## src/rtl/top.sv

```systemverilog
// Hamming(7,4)-protected TMR voter: encode three replicas, vote codewords bitwise, correct one bit.
// Latency is 2 cycles with no handshake. Optional VOTER_ERR_INJECT_EN adds inject_en/inject_word.
module top (
  input  logic       clk,
  input  logic       rst_n,
  input  logic [3:0] data_1,
  input  logic [3:0] data_2,
  input  logic [3:0] data_3,
`ifdef VOTER_ERR_INJECT_EN
  input  logic       inject_en,
  input  logic [6:0] inject_word,
`endif
  output logic [3:0] voted_q,
  output logic       fault,
  output logic [2:0] lane_err,
  output logic       corrected,
  output logic [2:0] syndrome
);

  // cw[k] holds Hamming position k+1: {d4,d3,d2,p3,d1,p2,p1}
  function automatic logic [6:0] encode(input logic [3:0] d);
    logic p1, p2, p3;
    p1 = d[0] ^ d[1] ^ d[3];
    p2 = d[0] ^ d[2] ^ d[3];
    p3 = d[1] ^ d[2] ^ d[3];
    return {d[3], d[2], d[1], p3, d[0], p2, p1};
  endfunction

  logic [6:0] cw1, cw2, cw3;
  logic [6:0] data_voted;
  logic [6:0] flip;
  logic [6:0] fixed_word;
  logic [2:0] syn;
  logic [2:0] lane_c;
  logic       fault_c;

  always_ff @(posedge clk) begin
    if (!rst_n) begin
      cw1 <= '0;
      cw2 <= '0;
      cw3 <= '0;
    end else begin
      cw1 <= encode(data_1);
      cw2 <= encode(data_2);
      cw3 <= encode(data_3);
    end
  end

  always_comb begin
    data_voted = (cw1 & cw2) | (cw1 & cw3) | (cw2 & cw3);
`ifdef VOTER_ERR_INJECT_EN
    if (inject_en) data_voted = inject_word;
`endif
    syn[0] = data_voted[0] ^ data_voted[2] ^ data_voted[4] ^ data_voted[6];
    syn[1] = data_voted[1] ^ data_voted[2] ^ data_voted[5] ^ data_voted[6];
    syn[2] = data_voted[3] ^ data_voted[4] ^ data_voted[5] ^ data_voted[6];
    flip = '0;
    for (int k = 0; k < 7; k++) flip[k] = (syn == 3'(k + 1));
    fixed_word = data_voted ^ flip;
    // Fault reflects replica disagreement only, so injection cannot mask it.
    fault_c   = |((cw1 ^ cw2) | (cw1 ^ cw3));
    lane_c[0] = (cw1 != data_voted);
    lane_c[1] = (cw2 != data_voted);
    lane_c[2] = (cw3 != data_voted);
  end

  always_ff @(posedge clk) begin
    if (!rst_n) begin
      voted_q   <= '0;
      fault     <= 1'b0;
      lane_err  <= '0;
      corrected <= 1'b0;
      syndrome  <= '0;
    end else begin
      voted_q   <= {fixed_word[6], fixed_word[5], fixed_word[4], fixed_word[2]};
      fault     <= fault_c;
      lane_err  <= lane_c;
      corrected <= |syn;
      syndrome  <= syn;
    end
  end

endmodule

```

## config.mk

```make
export PLATFORM = sky130hd
export DESIGN_NAME = top
export DESIGN_NICKNAME = d
export VERILOG_FILES = /design/src/rtl/top.sv
export SDC_FILE = /design/constraint.sdc
export NUM_CORES = 1
export LEC_CHECK = 0
export ABC_AREA = 1
export CORE_ASPECT_RATIO = 0.6
export CORE_MARGIN = 5
export CORE_UTILIZATION = 50
export CTS_CLUSTER_SIZE = 8
export DETAILED_ROUTE_END_ITERATION = 8
export DONT_BUFFER_PORTS = 1
export GPL_TIMING_DRIVEN = 0
export PLACE_DENSITY = 0.63
export SYNTH_ARGS = -nofsm -noshare
export SYNTH_HDL_FRONTEND = slang
export SYNTH_SLANG_ARGS = --single-unit
```

## constraint.sdc

```tcl
create_clock -name clk -period 2.6 [get_ports clk]
set_input_delay 0.52 -clock clk [delete_from_list [all_inputs] [get_ports clk]]
set_output_delay 0.52 -clock clk [all_outputs]
set_load 0.005 [all_outputs]
```

==> results.md, run 1 <==
- In the detailed route, the total length drawn on met2 is 1.52 mm.
- The final layout contains 274 nets.
- The number of cells on the worst reg-to-reg path is 13.
- The area taken by multi-input logic gates is 1130 um^2.
- Setup repair after global routing left no endpoint under its margin.
- The cell area that synthesis handed to floorplanning was 1920 um^2.
- The run finished with clean final reports.
- Of the available clock period, the critical path in the final layout requires 63.9%.
- The level count of the clock H-tree is 2.
- The number of CTS-inserted buffers is 5.
- In this run the tool buffered the top-level ports with 0 buffer cells.
- Relative to the synthesized area, the layout overhead comes to 8.34%.
- The worst register-to-register path ends at voted_q[1].
- The number of search-and-repair iterations in the first detailed-routing pass is 4.
- The count of routing violations after the opening detailed-route iteration is 79.
- STA puts the critical path data arrival time at 1.85 ns.
- The type of element launching the critical path is a flop.
- The starting density of the core is 52.2%.
- Cells fill 56.5% of the core in the end.
- The uppermost signal routing layer after detailed routing is met4.
- The synthesized design contains 33 register bits.
- The floorplan row count is 17.
- Cells with a size suffix above 1 make up 23.1% of the layout.
- The weighted congestion at the end of routability-driven global placement is 0.845.
- Across the run, the number of max-cap violations was 0.
- Synthesis produced a netlist whose cell count is 239.
- The final hold violation count is 0.
- STA puts the critical path data required time at 2.78 ns.
- The buffer depth of the longest clock path is 2.
- Of all nets on the critical path, the largest fanout is 7.
- After legalization and detailed placement, the total HPWL measured 3.25 mm.
- The die is 58.0 um tall.
- For the pin with the worst max-slew slack, the measured transition is 0.449 ns.
- The cell area power density is 632 nW/um^2.
- The post-CTS repair timing setup buffer count is 0.
- Clock-pin slew was measured on the worst setup and hold paths at 0.07 ns.
- The worst setup slack before clock tree synthesis is 0.940 ns.
- STA classifies the critical path endpoint as a flop.
- The setup path with the least slack is of type reg -> reg.
- In this run the most critical hold path is launched from data_3[3].
- The final number of setup-violating endpoints is 0.
- The chip width is 90.0 um.
- For flop-to-flop paths, the worst setup slack is 0.94 ns.
- Counting the fill cells in the layout gives 358.
- In the detailed route, the total length drawn on met3 is 206 um.
- The net count of the mapped netlist is 267.
- Static timing analysis puts the maximum clock frequency at 602 MHz.
- The register area is 661 um^2.
- Wires add up to 4.04 mm.
- The worst supply voltage drop on vdd is 0.346 mV.
- Yosys printed 0 warnings.
- Global routing used 17.1% of the available tracks.
- The count of distinct cell types in the synthesized netlist is 29.
- The DRC violation count after routing is 0.
- Dividing the detail-routed wire length by the instance count gives 13.7 um.
- The max-slew violation count is 0.
- The number of global-route vias before repair is 1395.
- The routed design could run at a clock period as short as 1.66 ns.
- In this run the static leakage power is 1.05 nW.
- The final route contains 1469 vias.
- The remaining max-slew budget at the tightest pin is 69.8%.
- After global routing the overflow that remains totals 0.
- The placeable core region is 3680 um^2.
- The initial antenna violation count came to 0.
- Leaving out fill and tap cells, the most frequent cell in the layout is nand2_1.
- The antenna diode instance count is 0.
- The buffer cell driving the clock tree root is clkbuf_8.
- Clock skew on the completed layout was measured at 0.00575 ns.
- Once the clock tree was built, the resizer swapped 0 gates to a different size.
- The capture endpoint of the worst hold path is cw3[3].
- The setup TNS is 0 ns.
- The maximum number of pins on one net before global-route repair is 11.
- The top-level I/O count is 26.
- For this block, wires on met1 add up to 2.25 mm.
- The number of sinks driven by the clock tree is 33.
- The path class of the tightest hold or removal check is in -> reg.
- Dividing the detail-routed via count by the number of cells gives 5.00.
- The first global-routing pass estimated 6.89 mm of wire.
- Along the worst hold path, the cell count comes to 1.
- The fraction of the yosys area taken by sequential cells is 34.4%.
- The clock latency of the later-clocked register in the worst-skew pair is 0.29 ns.
- The post-synthesis area per instance is 8.04 um^2.
- The post-detailed-route count of antenna-violating nets is 0.
- The minimum setup slack in the final design is 0.938 ns.
- Hold repair after CTS inserted 0 buffers.
- The startpoint identified for the worst register-to-register timing path is cw1[2].
- Leaving out fill and tap cells, the most frequent cells in the layout are nand2_1 (46), dfxtp_1 (33), xor2_1 (20).
- TritonCTS built the clock tree.
- The floorplan step defined a die boundary enclosing 5220 um^2.
-- metrics by stage --
step,std cells,power (mW),cell area [um^2],hold WS [ns]
after floorplan,239,0.834,1920,0.585
after detailed placement,286,0.898,1980,0.614
final,294,1.31,2080,0.313
after global routing,294,1.40,2080,0.305
after CTS,294,1.33,2080,0.307
after global placement,286,0.891,1980,0.614
-- final cells by class --
| type | instances | area share [%] |
|---|---|---|
| well taps | 47 | 2.83 |
| clock buffers | 7 | 4.63 |
| flip-flops and latches | 33 | 31.7 |
| plain buffers | 2 | 0.541 |
| inverters | 27 | 5.59 |
| clock inverters | 1 | 0.241 |
| multi-input cells | 177 | 54.4 |
-- how the worst max path moves through the flow --
stage	from	endpoint	slack (ns)	depth (start not counted)
floorplan	cw1[2]	voted_q[1]	1.15	13
global placement	cw1[2]	voted_q[1]	0.98	13
detailed placement	cw1[2]	voted_q[1]	0.94	13
CTS	cw1[2]	voted_q[1]	0.94	13
global route	cw1[2]	voted_q[0]	0.79	12
finish	cw1[2]	voted_q[1]	0.94	13
-- cell families (layout without fill, tap and decap cells) --
| kind of cell | Yosys count | in the layout | synth area share (%) |
|---|---|---|---|
| flops | 33 | 33 | 34.4 |
| simple gates | 112 | 112 | 31.5 |
| buf+inv | 29 | 37 | 6.64 |
| compound gates | 28 | 28 | 7.82 |
| xor+xnor | 23 | 23 | 10.5 |
| fa+ha+maj | 14 | 14 | 9.12 |
-- sequential cells by signal (all words and copies together) (netlist names) --
register,flops
syndrome,3
lane_err,3
corrected,1
cw2,7
voted_q,4
cw3,7
fault,1
cw1,7
-- cell usage after synthesis --
cell / n / share of area (%)
buf_4: 1 / 0.39
xnor2_1: 3 / 1.4
nor2_2: 3 / 0.98
nand4_1: 3 / 0.98
nand2_2: 18 / 5.9
clkbuf_1: 1 / 0.20
nand3_1: 1 / 0.26
o22ai_1: 1 / 0.33
xor2_1: 20 / 9.1
inv_6: 1 / 0.46
nor2_1: 18 / 3.5
nor4_1: 4 / 1.3
nand3_2: 2 / 1.0
nand2_4: 8 / 4.7
o21ai_0: 11 / 2.9
o21ai_1: 1 / 0.26
nor2_4: 4 / 2.3
a21oi_1: 12 / 3.1
inv_1: 16 / 3.1
nor3_1: 2 / 0.52
nand3b_1: 1 / 0.39
or2_2: 2 / 0.65
ha_1: 14 / 9.1
inv_4: 4 / 1.3
dfxtp_1: 33 / 34
inv_2: 6 / 1.2
nand2_1: 46 / 9.0
a41oi_1: 2 / 0.91
a31oi_1: 1 / 0.33
-- routing by layer --
| layer | vias up | track usage [%] |
|---|---|---|
| li1 | 776 | - |
| met1 | 654 | 25.1 |
| met2 | 30 | 23.5 |
| met3 | 9 | 4.67 |
| met4 | 0 | 6.37 |
| met5 | - | 0 |
-- worst max-delay path, cell delays in order, from the launching register on --
cell	delay, ns
dfxtp_1	0.38
ha_1	0.24
nor2_2	0.14
nand2_4	0.10
inv_4	0.11
nand2_2	0.05
nand2_2	0.07
inv_2	0.04
nand2_2	0.06
nand2_4	0.08
nor2_2	0.11
nand3_1	0.08
nand2_1	0.06
nor2_1	0.03
-- power breakdown --
part | internal (mW) | switching (mW) | total [mW] | leakage [nW]
registers | 0.550 | 0.0376 | 0.587 | 0.275
clock network | 0.239 | 0.189 | 0.428 | 0.0542
logic | 0.113 | 0.187 | 0.299 | 0.724
Power figures use the tool's default switching activity.
==> run 2, diff against run 1 <==
==> constraint.sdc (replaced) <==
create_clock -name clk -period 1.54 [get_ports clk]
set_input_delay 0.308 -clock clk [delete_from_list [all_inputs] [get_ports clk]]
set_output_delay 0.308 -clock clk [all_outputs]
set_load 0.005 [all_outputs]
==> run 2 against run 1 <==
  * The run now ends with negative setup slack left
  * Core utilization rose by 12 points
  * Clock skew fell by 0.00084 ns
  * Sequential share of layout area fell by 4.1 points
  * Critical path type unchanged
==> results.md, run 2 (synthesis results as in run 1) <==
- The register area is 694 um^2 (+5.1%).
- The met3 wire length is 224 um (+8.7%).
- The total met2 wirelength after detailed routing was 2.11 mm (+39%).
- The count of hold-fix buffers inserted at cts is 0 (unchanged).
- The routed metal-1 wire length was 2.38 mm (+5.6%).
- The uppermost signal routing layer after detailed routing is met4.
- The total half-perimeter wirelength after legalization and detailed placement is 3.25 mm (unchanged).
- The share of the clock period used by the worst path after layout was 103% (+39 points).
- The number of cells on the worst hold path is 1 (unchanged).
- The area of the die is 5220 um^2 (unchanged).
- The fraction of final layout cells with drive strength greater than 1 is 43.9% (+21 points).
- The path depth of the worst reg2reg path is 11 (-2).
- The setup slack of the worst register-to-register path came to -0.04 ns (-0.98 ns).
- The final core utilization is 68.3% (+12 points).
- The area growth from synthesis to final layout is 30.8%.
- The initial antenna violation count is 0 (unchanged).
- The cell area power density is 960 nW/um^2 (+52%).
- The slew at the pin with the worst max-slew slack was 0.472 ns (+0.0226 ns).
- The max-slew violation count is 0 (unchanged).
- The wire length reported by the detailed router is 4.78 mm (+18%).
- The top-level I/O count is 26 (unchanged).
- The leakage power figure is 1.18 nW (+12%).
- The number of port buffers came to 0 (unchanged).
- CTS placed an instance of clkbuf_8 at the clock tree root.
- The remaining max-slew budget at the tightest pin came to 68.2% (-1.5 points).
- The class of the worst hold path is in -> reg.
- The die span in y is 58.0 um (unchanged).
- The worst setup path is launched from a flop.
- The critical register-to-register path startpoint is cw1[6].
- The critical-path maximum fanout is 7 (unchanged).
- The starting density of the core came to 52.2% (unchanged).
- The setup TNS is -0.146 ns (-0.146 ns).
- The overall global routing resource usage was 17.8% (+0.70 points).
- The floorplan row count was 17 (unchanged).
- The minimum setup slack in the final design is -0.0442 ns (-0.982 ns).
- The number of vias per cell is 5.05 (+1.1%).
- The total of max-cap violations was 0 (unchanged).
- The maximum achievable frequency is 631 MHz (+4.9%).
- The area taken by multi-input logic gates came to 1330 um^2 (+17%).
- Setup repair after global routing could not meet its margin everywhere.
- The global route total overflow is 0 (unchanged).
- The wire length of the first global-routing pass came to 7.18 mm (+4.3%).
- The largest registers in the layout are cw1 (7), cw2 (7), cw3 (7).
- The post-layout instance count excluding filler cells is 318 (+8.2%).
- The antenna diode instance count is 0 (unchanged).
- The placeable core region is 3680 um^2 (unchanged).
- The critical path class is reg -> reg.
- The number of inserted filler cells in the final layout is 284 (-21%).
- The worst supply voltage drop on vdd is 0.573 mV (+66%).
- The count of routing violations after the opening detailed-route iteration is 82 (+3.8%).
- The final reports fail on negative setup slack.
- The per-cell routed wire length came to 15.0 um (+9.4%).
- The library cell used most frequently in the layout, excluding fill and tap cells, is nand2_1.
- The DRC violation count after routing is 0 (unchanged).
- The number of sinks driven by the clock tree is 33 (unchanged).
- The number of global-route vias before repair is 1476 (+5.8%).
- Leaving out fill and tap cells, the most frequent cells in the layout are nand2_1 (42), buf_4 (23), xor2_1 (20).
- The required arrival time at the worst endpoint is 1.75 ns (-1.03 ns).
- The CTS tree is done.
- In this run the most critical hold path is launched from data_1[3].
- The total via count after detailed routing is 1606 (+9.3%).
- STA classifies the critical path endpoint as a flop.
- The data arrival time of the critical path was 1.80 ns (-0.05 ns).
- The placed cell count is 286 (unchanged).
- The number of CTS-inserted buffers is 5 (unchanged).
- The post-detailed-route count of antenna-violating nets came to 0 (unchanged).
- The level count of the clock H-tree is 2 (unchanged).
- The post-route minimum period is 1.58 ns (-0.0777 ns).
- The reg-to-reg endpoint is corrected.
- The number of search-and-repair iterations in the first detailed-routing pass came to 4 (unchanged).
- The buffer depth of the longest clock path came to 2 (unchanged).
- The chip width is 90.0 um (unchanged).
- The worst hold-check slack is 0.0974 ns (-0.216 ns).
- The net count reported at finish came to 298 (+8.8%).
- The final number of setup-violating endpoints is 5 (+5).
- The flow ran to the end, but the final reports show violations.
- The path with the worst hold slack has its endpoint at cw1[0].
- The maximum number of pins on one net before global-route repair is 11 (unchanged).
- The final hold violation count was 0 (unchanged).
- The clock-pin slew of the registers on the worst-case setup and hold paths is 0.07 ns (about the same).
- The post-route clock skew was 0.00490 ns (-0.000844 ns).
- The clock latency of the later-clocked register in the worst-skew pair came to 0.29 ns (about the same).
- The weighted congestion at the end of routability-driven global placement is 0.845 (unchanged).
-- run 2: changes by cell type in the layout (fill, tap and decap cells not counted), moves of 3 or more --
cell	before	now
nand2_1	46	42
ha_2	0	3
nand2_4	8	12
ha_1	14	2
dfxtp_2	0	12
dfxtp_4	0	5
dfxtp_1	33	16
nor2_4	4	7
ha_4	0	9
buf_4	1	23
-- run 2: final cells by class --
class,count,area share [%]
repair buffers,24,7.82
plain buffers,2,0.448
multi-input cells,177,52.9
clock buffers,7,3.83
clock inverters,1,0.199
well taps,47,2.34
flip-flops and latches,33,27.6
inverters,27,4.83
-- run 2: repair_timing --
item | 4_1_cts | 5_1_grt
setup buffers | 10 | 14
pin swaps | 9 | 30
resized for setup | 22 | 43
setup endpoints to repair | 6 | 9
-- run 2: through the flow --
stage                     instance area [um^2]  setup WS [ns]  total power [mW]
after floorplan                           1920         0.0897              1.41
after global placement                    1980        -0.0758              1.50
after detailed placement                  1980         -0.120              1.52
after CTS                                 2230        0.00252              2.29
after global routing                      2510         -0.167              2.55
final                                     2510        -0.0442              2.41
-- run 2: power breakdown --
part           switching, mW  internal [mW]  leakage [nW]  total, mW
Sequential            0.0775          0.930         0.281       1.01
Clock                  0.322          0.404        0.0542      0.726
Combinational          0.381          0.296         0.843      0.677
-- run 2: worst max-delay path: stages (launching register included) --
cell and delay [ns]:
dfxtp_4 0.37, ha_4 0.16, nor2_4 0.13, nand2_4 0.11, inv_6 0.11, nand2_1 0.07, nand2_2 0.07, nand2_4 0.05
nand2_4 0.12, inv_4 0.05, buf_4 0.13, a31oi_1 0.14
-- run 2: how the worst max path moves through the flow --
stage          startpoint    endpoint  slack (ns)  depth (start not counted)
3_3_place_gp       cw1[2]  voted_q[1]       -0.08                         13
6_report           cw1[6]   corrected       -0.04                         11
4_1_cts            cw1[6]  voted_q[0]       0.003                         12
2_1_floorplan      cw1[2]  voted_q[1]        0.09                         13
3_5_place_dp       cw1[2]  voted_q[1]       -0.12                         13
5_1_grt            cw1[6]  voted_q[2]       -0.17                         13
-- run 2: metal layers --
layer,global-route usage (%),up-vias
met5,0,-
met4,6.37,0
met3,4.67,9
met2,25.8,35
met1,25.4,730
li1,-,832
==> run 3, diff against run 2 <==
--- a/config.mk
+++ b/config.mk
@@ -12,8 +12,10 @@
 export CTS_CLUSTER_SIZE = 8
 export DETAILED_ROUTE_END_ITERATION = 8
 export DONT_BUFFER_PORTS = 1
+export GPL_ROUTABILITY_DRIVEN = 0
 export GPL_TIMING_DRIVEN = 0
 export PLACE_DENSITY = 0.63
+export SETUP_SLACK_MARGIN = 0.2
 export SYNTH_ARGS = -nofsm -noshare
 export SYNTH_HDL_FRONTEND = slang
 export SYNTH_SLANG_ARGS = --single-unit
==> run 3 against run 2 <==
  * The flow still finishes with violations (negative setup slack)
  * Core utilization increased by 9.6 points
  * First-iteration DRC count grew 24%
  * Cell count rose by 3.8%
  * Critical path depth increased by 1
  * Flip-flop and latch count stayed put
  * Clock skew increased by 0.0032 ns
  * Count of clock-buffer cells in the layout up 1
  * Sequential power hardly changed
  * Global-route usage up 0.31 points
  * Critical path type unchanged
  * Critical endpoint is now voted_q[0]
  * Highest routed layer unchanged
==> results.md, run 3 (synthesis results as in run 1) <==
- The clock-pin slew of the registers on the worst-case setup and hold paths is 0.06 ns (about the same).
- The clock group share of total power is 25.7% (-4.4 points).
- The clock latency of the later-clocked register in the worst-skew pair is 0.28 ns (about the same).
- The DRC violation count after routing is 0 (unchanged).
- The critical-path maximum fanout is 7 (unchanged).
- The data arrival time of the critical path was 1.79 ns (about the same).
- The worst supply voltage drop on vdd is 0.582 mV (+1.6%).
- The final reports fail on negative setup slack.
- The number of global-route vias before repair was 1469 (-0.47%).
- The count of routing violations after the opening detailed-route iteration is 102 (+24%).
- TritonCTS built the clock tree.
- The floorplan row count is 17 (unchanged).
- The number of vias per cell came to 5.18 (+2.7%).
- The final number of setup-violating endpoints is 4 (-1).
- The number of inserted filler cells in the final layout is 225 (-21%).
- The type of element launching the critical path is a flop.
- Leaving out fill and tap cells, the most frequent cells in the layout are nand2_1 (34), buf_4 (26), nand2_4 (23).
- The net switching fraction of the power is 33.2% (+0.79 points).
- The wire length of the first global-routing pass is 7.24 mm (+0.78%).
- The max-slew violation count was 0 (unchanged).
- The share of power burned in registers is 39.3% (-2.5 points).
- The required arrival time at the worst endpoint is 1.77 ns (+0.02 ns).
- The buffer depth of the longest clock path is 2 (unchanged).
- The overall power is 2.55 mW (+5.9%).
- The starting density of the core is 52.2% (unchanged).
- The initial antenna violation count came to 0 (unchanged).
- The maximum achievable frequency came to 642 MHz (+1.7%).
- The final core utilization is 77.9% (+9.6 points).
- The global route total overflow came to 0 (unchanged).
- The fraction of final layout cells with drive strength greater than 1 is 55.1% (+11 points).
- The overall global routing resource usage is 18.1% (+0.31 points).
- The net count reported at finish is 310 (+4.0%).
- The run finished, with violations left.
- In the final layout, the registers with the most flip-flops are cw1 (7), cw2 (7), cw3 (7).
- The setup TNS came to -0.0482 ns (+0.0979 ns).
- The cell area power density is 891 nW/um^2 (-7.2%).
- The number of port buffers is 0 (unchanged).
- The total of max-cap violations was 0 (unchanged).
- The number of CTS-inserted buffers came to 5 (unchanged).
- The chip width is 90.0 um (unchanged).
- The total via count after detailed routing is 1711 (+6.5%).
- The cell-internal power is 1.71 mW (+4.6%).
- The area growth from synthesis to final layout is 49.2%.
- The leakage power figure is 1.31 nW (+11%).
- Setup repair after global routing could not meet its margin everywhere.
- The number of search-and-repair iterations in the first detailed-routing pass is 4 (unchanged).
- The final hold violation count is 0 (unchanged).
- The worst hold-check slack is 0.102 ns (+0.00461 ns).
- The class of the worst hold path is in -> reg.
- The remaining max-slew budget at the tightest pin is 73.3% (+5.1 points).
- The kind of end point of the critical path is a flop.
- Leaving out fill and tap cells, the most frequent cell in the layout is nand2_1.
- The level count of the clock H-tree was 2 (unchanged).
- The area of the die came to 5220 um^2 (unchanged).
- The portion of total power attributed to combinational logic is 35.0% (+6.9 points).
- The share of the clock period used by the worst path after layout is 101% (-1.7 points).
- The die span in y is 58.0 um (unchanged).
- The post-route minimum period is 1.56 ns (-0.0261 ns).
- The antenna diode instance count is 0 (unchanged).
- The power dissipated by switching net loads is 0.846 mW (+8.4%).
- The number of sinks driven by the clock tree is 33 (unchanged).
- The top-level I/O count is 26 (unchanged).
- The post-route clock skew is 0.00811 ns (+0.00321 ns).
- The minimum setup slack in the final design is -0.0181 ns (+0.0261 ns).
- The total half-perimeter wirelength after legalization and detailed placement is 3.21 mm (-0.97%).
- The per-cell routed wire length is 15.3 um (+1.9%).
- The maximum number of pins on one net before global-route repair came to 11 (unchanged).
- The post-detailed-route count of antenna-violating nets is 0 (unchanged).
- The worst setup path is of the reg -> reg kind.
- The buffer cell driving the clock tree root is clkbuf_8.
- The wire length reported by the detailed router is 5.05 mm (+5.8%).
- The slew at the pin with the worst max-slew slack is 0.400 ns (-0.0716 ns).
- The placeable core region is 3680 um^2 (unchanged).
==> run 3: area by class of cell <==
cell class	instances	area (um^2)	share of cell area, %
buffer	2	11.3	0.393
clock buffer	8	90.1	3.14
inverter	27	126	4.41
multi-input combinational	177	1540	53.7
sequential	33	711	24.8
tap	47	58.8	2.05
timing repair buffer	36	329	11.5
==> run 3: critical path: stages, from the launching register on <==
cell and delay [ns]:
dfxtp_4 0.36, ha_4 0.16, nor2_4 0.13, nand2_4 0.11
inv_8 0.10, nand2_4 0.05, nand2_4 0.10, nand2_4 0.08
nand2_8 0.10, nand3_4 0.09, nand2_2 0.07, nand2_2 0.05
nor2_2 0.09
==> run 3: what timing repair did <==
item,4_1_cts,5_1_grt
hold buffers,0,0
pin swaps,24,42
setup endpoints to repair,12,12
setup buffers,21,15
resized for setup,31,67
==> run 3: through the flow <==
stage	instance area, um^2	cells	worst slack [ns]
4_1_cts	2430	315	0.0408
2_1_floorplan	2000	239	0.135
5_1_grt	2870	330	-0.121
3_3_place_gp	2060	286	-0.0615
6_report	2870	330	-0.0181
3_5_place_dp	2060	286	-0.0606
==> run 3: final timing paths <==
path	from	end	slack, ns	cells past startpoint
max	cw1[6]	voted_q[0]	-0.02	12
min	data_1[3]	cw1[3]	0.10	1
max reg2reg	cw1[6]	voted_q[0]	-0.02	12
min reg2reg	cw2[6]	fault	0.70	3
==> run 3: power by group through the flow <==
| stage | Combinational (mW) | Sequential [mW] | Clock (mW) |
|---|---|---|---|
| final | 0.893 | 1.00 | 0.657 |
| after global routing | 0.961 | 1.01 | 0.739 |
| after CTS | 0.602 | 0.996 | 0.678 |
| after detailed placement | 0.516 | 1.02 | 0 |
| after global placement | 0.511 | 1.02 | 0 |
| after floorplan | 0.430 | 0.997 | 0 |
==> run 3: routing by layer <==
metal	up-vias	track usage (%)	share of wire, %
met1	799	27.0	48
li1	852	-	-
met2	54	24.1	44
met3	6	5.06	6.7
met5	-	0	0
met4	0	7.43	1.2
